$ cat src/rtl/hash_function_shared_pipe.sv
// hash_function_shared_pipe
//
// Purpose: converts a tile-group shared EVA into a destination tile X/Y
// coordinate and a local word offset. The tile-group shape (log2 X/Y size)
// and origin live in a runtime-writable config register. Requests flow
// through a two-stage valid/ready pipeline:
//   S1 - captures the request and slices the EVA into its fields
//   S2 - adds the tile-group origin and holds the registered result
// Both stages advance on a single enable, so backpressure on the output
// freezes the whole pipe.
//
// Ports:
//   clk_i, reset_i        clock, asynchronous active-high reset
//   cfg_v_i / cfg_ready_o config write strobe / write accepted
//   cfg_tg_x_log_i        log2 tile-group X size
//   cfg_tg_y_log_i        log2 tile-group Y size
//   cfg_origin_x_i/_y_i   tile-group origin
//   v_i / ready_o         request handshake
//   eva_i, hash_i         shared EVA and stripe width in bits
//   v_o / ready_i         result handshake
//   x_o, y_o, addr_o      destination tile and local word offset
//   err_o                 illegal request (x_o, y_o, addr_o forced to 0)
//   req_count_o           accepted requests, saturating
//   err_count_o           erroring requests, saturating
module hash_function_shared_pipe #(
  parameter int width_p                  = 32,
  parameter int x_cord_width_p           = 7,
  parameter int y_cord_width_p           = 7,
  parameter int tg_log_width_p           = 3,
  parameter int hash_width_p             = 4,
  parameter int addr_width_p             = 16,
  parameter int max_local_offset_width_p = 12,
  parameter int count_width_p            = 16
) (
  input  logic                      clk_i,
  input  logic                      reset_i,
  input  logic                      cfg_v_i,
  output logic                      cfg_ready_o,
  input  logic [tg_log_width_p-1:0] cfg_tg_x_log_i,
  input  logic [tg_log_width_p-1:0] cfg_tg_y_log_i,
  input  logic [x_cord_width_p-1:0] cfg_origin_x_i,
  input  logic [y_cord_width_p-1:0] cfg_origin_y_i,
  input  logic                      v_i,
  output logic                      ready_o,
  input  logic [width_p-1:0]        eva_i,
  input  logic [hash_width_p-1:0]   hash_i,
  output logic                      v_o,
  input  logic                      ready_i,
  output logic [x_cord_width_p-1:0] x_o,
  output logic [y_cord_width_p-1:0] y_o,
  output logic [addr_width_p-1:0]   addr_o,
  output logic                      err_o,
  output logic [count_width_p-1:0]  req_count_o,
  output logic [count_width_p-1:0]  err_count_o
);

  // Working width for the offset assembly: wide enough for both the EVA
  // and the offset output so the upper field is never clipped early.
  localparam int ext_w_lp = (width_p > addr_width_p) ? width_p : addr_width_p;

  // Config register
  logic [tg_log_width_p-1:0] cfg_tg_x_log_reg;
  logic [tg_log_width_p-1:0] cfg_tg_y_log_reg;
  logic [x_cord_width_p-1:0] cfg_origin_x_reg;
  logic [y_cord_width_p-1:0] cfg_origin_y_reg;

  // Stage 1
  logic                      s1_v_reg;
  logic                      s1_err_reg;
  logic [x_cord_width_p-1:0] s1_x_reg;
  logic [y_cord_width_p-1:0] s1_y_reg;
  logic [addr_width_p-1:0]   s1_addr_reg;

  // Stage 2 (drives the outputs directly)
  logic                      s2_v_reg;
  logic                      s2_err_reg;
  logic [x_cord_width_p-1:0] s2_x_reg;
  logic [y_cord_width_p-1:0] s2_y_reg;
  logic [addr_width_p-1:0]   s2_addr_reg;

  logic [count_width_p-1:0]  req_count_reg;
  logic [count_width_p-1:0]  err_count_reg;

  // Handshake control
  logic en;
  logic cfg_fire;
  logic req_fire;

  // Config may only change with the pipe empty, so requests in flight
  // always finish under the config they were sliced with.
  assign cfg_ready_o = ~s1_v_reg & ~s2_v_reg;
  assign cfg_fire    = cfg_v_i & cfg_ready_o;
  assign en          = ~s2_v_reg | ready_i;
  // A config write wins the cycle; the request waits.
  assign ready_o     = en & ~cfg_fire;
  assign req_fire    = v_i & ready_o;

  // Mask of the low n bits; a shift of n >= width_p leaves all ones.
  function automatic logic [width_p-1:0] low_mask(input logic [31:0] n);
    low_mask = ~({width_p{1'b1}} << n);
  endfunction

  // Field extraction for the incoming request
  logic [31:0]           hash_amt;
  logic [31:0]           x_shift;
  logic [31:0]           upper_shift;
  logic [width_p-1:0]    x_field;
  logic [width_p-1:0]    y_field;
  logic [width_p-1:0]    stripe_field;
  logic [ext_w_lp-1:0]   upper_ext;
  logic [ext_w_lp-1:0]   offset_ext;
  logic                  req_err;

  always_comb begin
    hash_amt     = 32'(hash_i);
    x_shift      = hash_amt + 32'(cfg_tg_x_log_reg);
    upper_shift  = x_shift + 32'(cfg_tg_y_log_reg);
    x_field      = (eva_i >> hash_amt) & low_mask(32'(cfg_tg_x_log_reg));
    y_field      = (eva_i >> x_shift)  & low_mask(32'(cfg_tg_y_log_reg));
    stripe_field = eva_i & low_mask(hash_amt);
    upper_ext    = ext_w_lp'(eva_i >> upper_shift);
    offset_ext   = (upper_ext << hash_amt) | ext_w_lp'(stripe_field);
    req_err      = (hash_amt > 32'(max_local_offset_width_p)) |
                   (upper_shift > 32'(width_p));
  end

  always_ff @(posedge clk_i or posedge reset_i) begin
    if (reset_i) begin
      cfg_tg_x_log_reg <= '0;
      cfg_tg_y_log_reg <= '0;
      cfg_origin_x_reg <= '0;
      cfg_origin_y_reg <= '0;
    end else if (cfg_fire) begin
      cfg_tg_x_log_reg <= cfg_tg_x_log_i;
      cfg_tg_y_log_reg <= cfg_tg_y_log_i;
      cfg_origin_x_reg <= cfg_origin_x_i;
      cfg_origin_y_reg <= cfg_origin_y_i;
    end
  end

  always_ff @(posedge clk_i or posedge reset_i) begin
    if (reset_i) begin
      s1_v_reg    <= 1'b0;
      s1_err_reg  <= 1'b0;
      s1_x_reg    <= '0;
      s1_y_reg    <= '0;
      s1_addr_reg <= '0;
    end else if (en) begin
      s1_v_reg <= req_fire;
      if (req_fire) begin
        s1_err_reg  <= req_err;
        s1_x_reg    <= x_cord_width_p'(x_field);
        s1_y_reg    <= y_cord_width_p'(y_field);
        s1_addr_reg <= addr_width_p'(offset_ext);
      end
    end
  end

  // The origin is read from the live config: it cannot change while S1
  // holds a request, so this is the same config the fields were cut with.
  always_ff @(posedge clk_i or posedge reset_i) begin
    if (reset_i) begin
      s2_v_reg    <= 1'b0;
      s2_err_reg  <= 1'b0;
      s2_x_reg    <= '0;
      s2_y_reg    <= '0;
      s2_addr_reg <= '0;
    end else if (en) begin
      s2_v_reg <= s1_v_reg;
      if (s1_v_reg) begin
        s2_err_reg  <= s1_err_reg;
        s2_x_reg    <= s1_err_reg ? '0 : cfg_origin_x_reg + s1_x_reg;
        s2_y_reg    <= s1_err_reg ? '0 : cfg_origin_y_reg + s1_y_reg;
        s2_addr_reg <= s1_err_reg ? '0 : s1_addr_reg;
      end
    end
  end

  always_ff @(posedge clk_i or posedge reset_i) begin
    if (reset_i) begin
      req_count_reg <= '0;
      err_count_reg <= '0;
    end else begin
      if (req_fire && (req_count_reg != '1))
        req_count_reg <= req_count_reg + count_width_p'(1);
      if (req_fire && req_err && (err_count_reg != '1))
        err_count_reg <= err_count_reg + count_width_p'(1);
    end
  end

  assign v_o         = s2_v_reg;
  assign err_o       = s2_err_reg;
  assign x_o         = s2_x_reg;
  assign y_o         = s2_y_reg;
  assign addr_o      = s2_addr_reg;
  assign req_count_o = req_count_reg;
  assign err_count_o = err_count_reg;

endmodule

$ cat config.mk
export PLATFORM = sky130hd
export DESIGN_NAME = hash_function_shared_pipe
export DESIGN_NICKNAME = d
export VERILOG_FILES = /design/src/rtl/hash_function_shared_pipe.sv
export SDC_FILE = /design/constraint.sdc
export NUM_CORES = 1
export LEC_CHECK = 0
export BUFFER_PORTS_ARGS = -buffer_cell sky130_fd_sc_hd__buf_2
export CAP_MARGIN = 0
export CORE_ASPECT_RATIO = 0.75
export CORE_UTILIZATION = 42
export DETAILED_ROUTE_END_ITERATION = 8
export HOLD_SLACK_MARGIN = 0.08
export SLEW_MARGIN = 40
export SYNTH_ARGS = -nofsm -noshare
export SYNTH_HDL_FRONTEND = slang
export SYNTH_SLANG_ARGS = --single-unit
export TNS_END_PERCENT = 20
$ cat constraint.sdc
create_clock -name clk_i -period 4.8 [get_ports clk_i]
set_clock_uncertainty 0.1 [all_clocks]
set_input_delay 0.96 -clock clk_i [delete_from_list [all_inputs] [get_ports clk_i]]
set_output_delay 0.96 -clock clk_i [all_outputs]
set_load 0.02 [all_outputs]
======== Yosys cells after proc, flatten, opt, wreduce, memory -nomap -nowiden ========
Index checks and enable logic that the tools add are counted.
operators by class
  $add $sub $neg .......................... 6
  multiply operators ...................... 0
  divide/modulo/power cells ............... 0
  $lt $le $gt $ge ......................... 2
  equal/unequal tests ..................... 2
  shift operators ......................... 7
  muxes and demuxes ....................... 3
  bitwise logic cells ..................... 16
  reductions and logical operators ........ 5
operators by type and width
  kind                                                                 count
  32-bit by 3-bit left shift with 7-bit output, first input constant   2
  16-bit by 1-bit adder with 16-bit output, second input constant      2
  16-bit != test, second input constant                                2
  32-bit by 4-bit left shift with 16-bit output                        1
  32-bit by 4-bit left shift with 16-bit output, first input constant  1
  32-bit by 4-bit right shift with 7-bit output                        1
  32-bit by 5-bit right shift with 7-bit output                        1
  32-bit by 6-bit right shift with 32-bit output                       1
  16-bit AND                                                           1
  16-bit two-way mux                                                   1
  16-bit inverter                                                      1
  16-bit OR                                                            1
  7-bit adder                                                          2
  7-bit AND                                                            2
  7-bit two-way mux                                                    2
  7-bit inverter                                                       2
  5-bit by 3-bit adder with 6-bit output                               1
  6-bit greater-than comparator, second input constant                 1
  4-bit by 3-bit adder with 5-bit output                               1
  1-bit AND                                                            4
  4-bit greater-than comparator, second input constant                 1
  2-bit AND reduction                                                  2
  1-bit logical AND                                                    3
  1-bit inverter                                                       3
  1-bit OR                                                             2
word-level totals
  register bits ........................... 116
  latch bits .............................. 0
  RAM bits ................................ 0
  memory bits (read-only) ................. 0
  word-level logic and storage cells ...... 57
  memories ................................ 0

======== Longest topological paths before layout ========
Gate-level depths: netlist of run 1.
  depth after elaboration ................. 8
  mapped depth ............................ 18
  depth with buffers taken out ............ 14

======== Least setup slack after synthesis of run 1 ========
OpenSTA, ideal clock, no wires.
  path kind ............................... input to register
  start point ............................. input hash_i[0]
  end point ............................... register s1_addr_reg[13]
  library setup time ...................... 0.129 ns
  data arrival time ....................... 5.427 ns
  path slack .............................. -0.856 ns
  stages .................................. 17
  buffers on the path ..................... 4
  cells stage by stage .................... ha_1 > fa_1 > clkbuf_1 > inv_2 > clkbuf_1 > fa_1 > buf_2 > buf_1 > mux2i_1 > mux2i_1 > mux2i_1 > mux2i_1 > mux4_2 > mux2_2 > and2_4 > o32ai_1 > a21oi_1
on the way
  longest elaborated chain between the ends .. 5
ends and longest elaborated chain
  what                                            line  source
  from (decl)                                     46    input logic [hash_width_p-1:0] hash_i,
  4-bit by 3-bit adder with 5-bit output          116   x_shift = hash_amt + 32'(cfg_tg_x_log_reg);
  5-bit by 3-bit adder with 6-bit output          117   upper_shift = x_shift + 32'(cfg_tg_y_log_reg);
  32-bit by 6-bit right shift with 32-bit output  121   upper_ext = ext_w_lp'(eva_i >> upper_shift);
  32-bit by 4-bit left shift with 16-bit output   122   offset_ext = (upper_ext << hash_amt) | ext_w_lp'(stripe_field);
  16-bit OR *                                     122
  to (signal assigned)                            154   s1_addr_reg <= addr_width_p'(offset_ext);
  to (decl)                                       72    logic [addr_width_p-1:0] s1_addr_reg;
Every way passes the cells marked *; elsewhere a longest branch is shown, timed or not.
A chain may end at the register's enable or synchronous reset.

======== Final worst setup path of run 1 ========
  start point ............................. input hash_i[0]
  end point ............................... register s1_addr_reg[8]
Same word-level chain as after synthesis.

==> results of run 1 <==
-- stage by stage --
stage          hold WS [ns]  TNS [ns]  setup WS (ns)  cell area, µm²
4_1_cts              0.3795         0         0.1466           11640
3_3_place_gp         0.3582    -2.552        -0.2569           11040
2_1_floorplan        0.3428   -0.1364       -0.07101            9632
5_1_grt              0.3946         0       0.003092           11670
6_report             0.3731         0         0.1613           11670
3_5_place_dp         0.3652    -2.601        -0.2762           11040
-- worst max-delay path, cell delays in order --
cell,delay (ns)
buf_2,0.13
ha_4,0.16
fa_2,0.61
inv_8,0.04
fa_2,0.59
buf_12,0.18
mux2i_1,0.31
mux2i_1,0.16
mux2i_1,0.26
mux2i_1,0.17
mux4_2,0.50
a22o_1,0.30
o211ai_1,0.24
buf_4,0.15
nand3_1,0.06
-- metal layers --
layer / GRT usage / vias to the layer above / routed length [µm]
met2: 0.3652 / 310 / 12290
met5: 0 / - / 0
li1: - / 4131 / -
met1: 0.3907 / 4176 / 14300
met3: 0.04239 / 26 / 1745
met4: 0.05024 / 0 / 296
-- cells by family after synthesis --
logic type | Yosys count
simple gates | 288
compound gates | 250
mux | 203
flops | 116
buf+inv | 88
xor+xnor | 45
fa+ha+maj | 25
-- placed cells by master, fill, tap and decap left out, drive strengths merged, types with 21 or more instances in the layout --
| cell | netlist | routed |
|---|---|---|
| a21oi | 56 | 56 |
| buf | 27 | 226 |
| dfrtp | 116 | 116 |
| ha | 21 | 21 |
| mux2 | 39 | 39 |
| mux2i | 132 | 132 |
| mux4 | 32 | 32 |
| nand2 | 107 | 107 |
| nand2b | 24 | 24 |
| nand3 | 29 | 29 |
| nor2 | 55 | 55 |
| o21ai | 74 | 74 |
| xnor2 | 34 | 34 |
-- final cells by class --
cell class                 count  area (µm²)
fill                        2012       10500
multi-input combinational    811        6302
sequential                   116        2903
timing repair buffer         226        1423
clock buffer                  20       466.7
tap                          294       367.9
clock inverter                11       127.6
inverter                      18       81.33
-- repair_timing --
action                     4_1_cts  5_1_grt
buffers inserted                 0        3
setup endpoints to repair        0        6
resized for setup                0        3
-- worst max path at each step --
stage,from,to,slack [ns],cells past startpoint
global placement,hash_i[0],s1_addr_reg[13],-0.26,14
detailed placement,hash_i[0],s1_addr_reg[13],-0.28,14
finish,hash_i[0],s1_addr_reg[8],0.16,15
global route,hash_i[0],s1_addr_reg[8],0.003,16
floorplan,hash_i[0],s1_addr_reg[13],-0.07,17
CTS,hash_i[0],s1_addr_reg[13],0.15,14
==> impl_metrics.json, run 1 <==
{
  "status": "finished clean",
  "ys_async_sr_fraction": 1.000,
  "muxShareOfSynthArea": 0.2607,
  "ys_seq_elements": 116,
  "synth_top_cell_by_area": "dfrtp_1",
  "cts_tree": "yes",
  "rows": 47,
  "synth_top_family_by_area": "multiplexers",
  "area_growth_syn_to_layout_pct": 22.66,
  "cts_hold_buf": 0,
  "yosysSeqAreaShare": 0.3051,
  "worstSetupPathType": "primary input to register",
  "synth-main-ff-cell": "dfrtp_1",
  "place_congestion": 0.9325,
  "routedWlPerCell_um": 19.14,
  "first_pass_iters": 5,
  "synth_area_mm2": 0.009515,
  "hold_class": "register to register",
  "reg2reg_from": "cfg_tg_x_log_reg[0]",
  "fin_nets": 1276,
  "hold_violations": 0,
  "dieArea_mm2": 0.02327,
  "r2r_slack_ns": 0.33,
  "yosysMostFrequentCell": "mux2i_1",
  "slew_viol_final": 0,
  "grt_pass1_wl_um": 46290,
  "worstMarginPinSlew_ns": 0.7260,
  "grt_pass1_vias": 8193,
  "synthSimpleGateAreaFrac": 0.1442,
  "synthAdderAreaFrac": 0.03603,
  "r2r_cells": 14,
  "r2r-end": "s1_addr_reg[8]",
  "synth_xor_area_frac": 0.04339,
  "clock_sinks": 116,
  "worst_skew_pair.late_latency_ns": 0.42,
  "rsz0062_at_grt": "no",
  "h-tree-depth": 4,
  "vias_per_cell": 5.777,
  "holdPathEnd": "s1_x_reg[2]",
  "fmax_mhz": 215.6,
  "max_slew_margin": 0.5109,
  "clk_pin_slew_ns": 0.05,
  "synth_top_area_share": 0.3051,
  "post-place-cells": 1462,
  "vias": 8643,
  "yosys_warnings": 0,
  "synth_edf_count": 0,
  "crit_fanout": 17,
  "die_w_um": 175.8,
  "synth_area_leaders": "dfrtp_1 31%, mux2i_1 14%, mux4_2 7.6%",
  "antennaDiodeCount": 0,
  "grt_max_degree": 62,
  "setup_viol": 0,
  "cts-buffers-inserted": 17,
  "port-buffer-count": 126,
  "overflow": 0,
  "fin_crit_ns": 4.639,
  "drtIter0Drc": 712,
  "cp-start-kind": "primary input",
  "syn_inst": 1015,
  "cp.required_ns": 4.99,
  "fin_crit_sh": 0.9664,
  "antenna_found_initial": 0,
  "drv_cap": 0,
  "drc": 0,
  "stdcell_count": 1496,
  "hpwl_um": 21720,
  "die-height_um": 132.4,
  "ys_types": 75,
  "start_util": 0.4292,
  "synth-compound-area-share": 0.1712,
  "hp-start": "s1_x_reg[2]",
  "endpoint_kind": "register",
  "ioPinCount": 127,
  "crit_arrival_ns": 4.83,
  "syn-num-nets": 1101,
  "avgSynthCellArea_um2": 9.375,
  "hold_path_depth": 2,
  "drive_gt1_frac": 0.2895,
  "coreArea_mm2": 0.02217,
  "clk_path_buf_depth": 2,
  "wl_um": 28630,
  "grt_usage": 0.2523,
  "yosys-top-cells-count": "132 x mux2i_1, 116 x dfrtp_1, 107 x nand2_1",
  "final_core_util": 0.5264,
  "ant_nets": 0,
  "clockRootBuffer": "clkbuf_16"
}
Power of run 1 is not shown: default switching activity piles up to over one toggle a cycle in this logic, so the estimate is an artifact.
==> run 2, diff against run 1 <==
- CORE_ASPECT_RATIO: 0.75 -> not set
- CTS_CLUSTER_DIAMETER: not set -> 200
==> impl_metrics.json, run 2 (synthesized netlist as in run 1, its figures left out) <==
{
  "final_cell_mix": "128 x mux2i_1, 126 x buf_2, 116 x dfrtp_1",
  "rsz0062_at_grt": "yes",
  "hpwl_um": 21210,
  "clk_pin_slew_ns": 0.05,
  "crit_buf_inv": 3,
  "wl_um": 28440,
  "ioPinCount": 127,
  "crit_arrival_ns": 4.97,
  "grt_pass1_wl_um": 45920,
  "cts-buffers-inserted": 17,
  "worstSetupPathType": "primary input to register",
  "vias_per_cell": 5.893,
  "worstMarginPinSlew_ns": 0.7223,
  "holdPathEnd": "addr_o[11]",
  "layout_commonest_cell": "mux2i_1",
  "die-height_um": 152.5,
  "max_slew_margin": 0.5161,
  "stdcell_count": 1471,
  "overflow": 0,
  "fin_worst_hold_slack_ns": 0.3688,
  "worst_skew_pair.late_latency_ns": 0.41,
  "cts_hold_buf": 0,
  "grt_usage": 0.2487,
  "fin_crit_ns": 4.789,
  "hp-start": "addr_o[11]",
  "antennaDiodeCount": 0,
  "r2r_slack_ns": 0.27,
  "grt_max_degree": 77,
  "first_pass_iters": 7,
  "setup_viol": 0,
  "drc": 7,
  "ctsResizeCount": 0,
  "hold_violations": 0,
  "status": "complete, but fails checks",
  "endpoint_kind": "register",
  "cp-start-kind": "primary input",
  "antenna_found_initial": 0,
  "post-place-cells": 1439,
  "area_growth_syn_to_layout_pct": 21.33,
  "grt_pass1_vias": 8337,
  "ant_nets": 0,
  "vias": 8669,
  "start_util": 0.4320,
  "rows": 54,
  "clk_path_buf_depth": 2,
  "clockRootBuffer": "clkbuf_16",
  "h-tree-depth": 4,
  "die_w_um": 152.5,
  "crit_fanout": 6,
  "slew_viol_final": 0,
  "drtIter0Drc": 645,
  "r2r_cells": 14,
  "r2r-end": "s1_addr_reg[13]",
  "cp.required_ns": 4.98,
  "fin_crit_sh": 0.9977,
  "place_congestion": 0.9094,
  "cp_slowest_cell": "fa_2",
  "reg2reg_from": "cfg_tg_x_log_reg[0]",
  "fin_nets": 1264,
  "cpPeakStageDelay_ns": 0.66,
  "critPathMostFrequentCell": "mux2i_1",
  "multi_input_area_mm2": 0.006310,
  "drv_cap": 0,
  "nFillCells": 2055,
  "dieArea_mm2": 0.02326,
  "cp_cell_sequence": "buf_2, ha_4, fa_2, inv_8, fa_2, buf_4, mux2i_1, mux2i_1, mux2i_1, mux2i_2, mux4_2, mux2_4, and2_4, o32ai_2, a21oi_1",
  "violations": "design-rule violations",
  "post-cts-setup-buffers": 0,
  "cts_tree": "yes",
  "clock_sinks": 116,
  "routedWlPerCell_um": 19.33,
  "coreArea_mm2": 0.02203,
  "hold_class": "register to register",
  "port-buffer-count": 126,
  "hold_path_depth": 2,
  "crit_family": "multiplexers",
  "ff_latch_area_mm2": 0.002903,
  "tns_ns": 0,
  "drive_gt1_frac": 0.2813,
  "fmax_mhz": 208.8
}
==> run 2: cell types whose count changed in the layout (fill, tap and decap cells not counted), moves of 2 or more <==
cell and change:
mux2i_1 -2, clkinv_4 -2, mux2i_2 +2, clkinv_2 +2, clkbuf_1 +4, buf_4 -11
==> run 2: metal layers <==
layer / GRT usage / vias to the layer above / share of wire
met2: 0.3741 / 323 / 0.44
met5: 0 / - / 0
met1: 0.3668 / 4180 / 0.48
met4: 0.08225 / 0 / 0.021
met3: 0.03441 / 49 / 0.057
li1: - / 4117 / -
==> run 2: final cells by class <==
type	count	area share
clock buffers	23	0.04053
clock inverters	9	0.008995
inverters	18	0.007045
multi-input cells	811	0.5465
flip-flops and latches	116	0.2514
well taps	280	0.03035
repair buffers	214	0.1151
==> run 2: worst max-delay path by stage <==
stage | slack (ns) | startpoint | cells after the start | end
after floorplan | -0.07 | hash_i[0] | 17 | s1_addr_reg[13]
after global placement | -0.27 | hash_i[0] | 15 | s1_addr_reg[13]
after detailed placement | -0.39 | hash_i[0] | 15 | s1_addr_reg[13]
after CTS | 0.03 | hash_i[0] | 15 | s1_addr_reg[13]
after global routing | -0.04 | hash_i[0] | 15 | s1_addr_reg[13]
final | 0.01 | hash_i[0] | 15 | s1_addr_reg[13]
==> run 2: tightest hold or removal path, delay by kind of cell, from the launching register on <==
kind / cells / cell delay [ns]
flip-flops: 1 / 0.33
AO/OA/AOI/OAI: 1 / 0.05
AND/OR/NAND/NOR: 1 / 0.04
==> run 2: stage by stage <==
| step | utilization | instance area (µm²) | setup slack (ns) |
|---|---|---|---|
| floorplan | - | 9632 | -0.07101 |
| global placement | 0.4974 | 10960 | -0.2738 |
| detailed placement | 0.4976 | 10960 | -0.3928 |
| CTS | 0.5235 | 11530 | 0.03423 |
| global route | 0.5241 | 11540 | -0.03885 |
| finish | 0.5241 | 11540 | 0.01112 |
Power of run 2 is left out for the same reason.
==> run 3, diff against run 2 <==
- CORE_UTILIZATION: 42 -> 50
- PLACE_DENSITY: not set -> 0.73
- clock period: 4.8 -> 4.4 ns (I/O delays scaled with it)
==> impl_metrics.json, run 3 (synthesized netlist as in run 1, its figures left out) <==
{
  "drc": 0,
  "vias": 8827,
  "r2r_slack_ns": -0.08,
  "die-height_um": 140.0,
  "clk_pin_slew_ns": 0.05,
  "worstSetupPathType": "primary input to register",
  "coreArea_mm2": 0.01871,
  "hold_violations": 0,
  "ant_nets": 0,
  "layout_setup_ws_ns": -0.2102,
  "max_slew_margin": 0.5015,
  "port-buffer-count": 126,
  "grt_usage": 0.2860,
  "fin_nets": 1289,
  "nFillCells": 1519,
  "rows": 50,
  "endpoint_kind": "register",
  "final_core_util": 0.6397,
  "slew_viol_final": 0,
  "dieArea_mm2": 0.01959,
  "violations": "negative setup slack",
  "vias_per_cell": 6.092,
  "hpwl_um": 20270,
  "cp-start-kind": "primary input",
  "fmax_mhz": 216.9,
  "clock_sinks": 116,
  "clockRootBuffer": "clkbuf_16",
  "cts_tree": "yes",
  "h-tree-depth": 4,
  "crit_buf_inv": 4,
  "cts-buffers-inserted": 17,
  "critPathMostFrequentCell": "mux2i_1",
  "final_cell_mix": "125 x buf_2, 116 x dfrtp_1, 111 x mux2i_1",
  "antennaDiodeCount": 0,
  "grt_pass1_wl_um": 44280,
  "fin_worst_hold_slack_ns": 0.3691,
  "grt_max_degree": 117,
  "worst_skew_pair.late_latency_ns": 0.41,
  "routedWlPerCell_um": 19.31,
  "crit_fanout": 11,
  "crit_family": "multiplexers",
  "wl_um": 27970,
  "layout_commonest_cell": "buf_2",
  "antenna_found_initial": 0,
  "die_w_um": 140.0,
  "drtIter0Drc": 765,
  "drv_cap": 0,
  "place_congestion": 0.9272,
  "overflow": 0,
  "drive_gt1_frac": 0.3202,
  "clk_path_buf_depth": 2,
  "cpPeakStageDelay_ns": 0.65,
  "worstMarginPinSlew_ns": 0.7477,
  "rsz0062_at_grt": "yes",
  "hold_class": "register to register",
  "cts_hold_buf": 0,
  "first_pass_iters": 5,
  "fin_crit_sh": 1.048,
  "fin_crit_ns": 4.610,
  "grt_pass1_vias": 8405,
  "cp_slowest_cell": "fa_2",
  "status": "complete, but fails checks",
  "ioPinCount": 127,
  "area_growth_syn_to_layout_pct": 25.75,
  "cp.required_ns": 4.59,
  "setup_viol": 12,
  "cp_cell_sequence": "buf_6, ha_4, fa_2, inv_8, fa_2, buf_12, mux2i_1, mux2i_1, mux2i_1, mux2i_1, buf_4, mux4_2, mux2i_2, nand2b_4, nand3_1, o221a_2",
  "crit_arrival_ns": 4.80,
  "start_util": 0.5087
}
-- run 3: worst min-delay path: stages (launching register included) --
cell and delay (ns):
dfrtp_1 0.33, nand2_1 0.04, o21ai_0 0.06
-- run 3: through the flow --
step	TNS, ns	setup slack, ns	cells	instance area (µm²)
2_1_floorplan	-2.795	-0.3902	1015	9663
3_3_place_gp	-8.172	-0.5073	1404	11030
3_5_place_dp	-9.767	-0.5431	1404	11030
4_1_cts	-0.09730	-0.07482	1446	11790
5_1_grt	-2.935	-0.2911	1449	11970
6_report	-1.478	-0.2102	1449	11970
-- run 3: repair_timing --
item,4_1_cts,5_1_grt
gates resized for setup,21,30
setup endpoints to repair,12,16
setup buffers,9,3
pin swaps,5,7
cloned,2,0
-- run 3: final timing paths --
check	startpoint	to	cells past startpoint
setup / recovery	hash_i[0]	s1_addr_reg[14]	16
hold reg to reg	addr_o[15]	addr_o[15]	2
setup reg to reg	cfg_tg_x_log_reg[0]	s1_addr_reg[14]	15
hold / removal	addr_o[15]	addr_o[15]	2
min in group asynchronous	reset_i	err_count_o[8]	3
max in group asynchronous	reset_i	s1_v_reg	3
-- run 3: final cells by class --
class	instances	area, µm²	share of cell area
inverters	18	78.83	0.006588
multi-input cells	811	6525	0.5453
clock inverters	13	111.4	0.009307
well taps	234	292.8	0.02447
clock buffers	18	439.2	0.03670
flip-flops and latches	116	2903	0.2426
repair buffers	239	1615	0.1350
-- run 3: layer usage --
layer  routed length, µm  global-route usage  vias to the layer above
met4                 756              0.1128                        0
met2               12700              0.4421                      380
met1               12490              0.4060                     4203
met3                2021             0.03966                       71
met5                   0                   0                        -
li1                    -                   -                     4173
Power of run 3 is left out for the same reason.
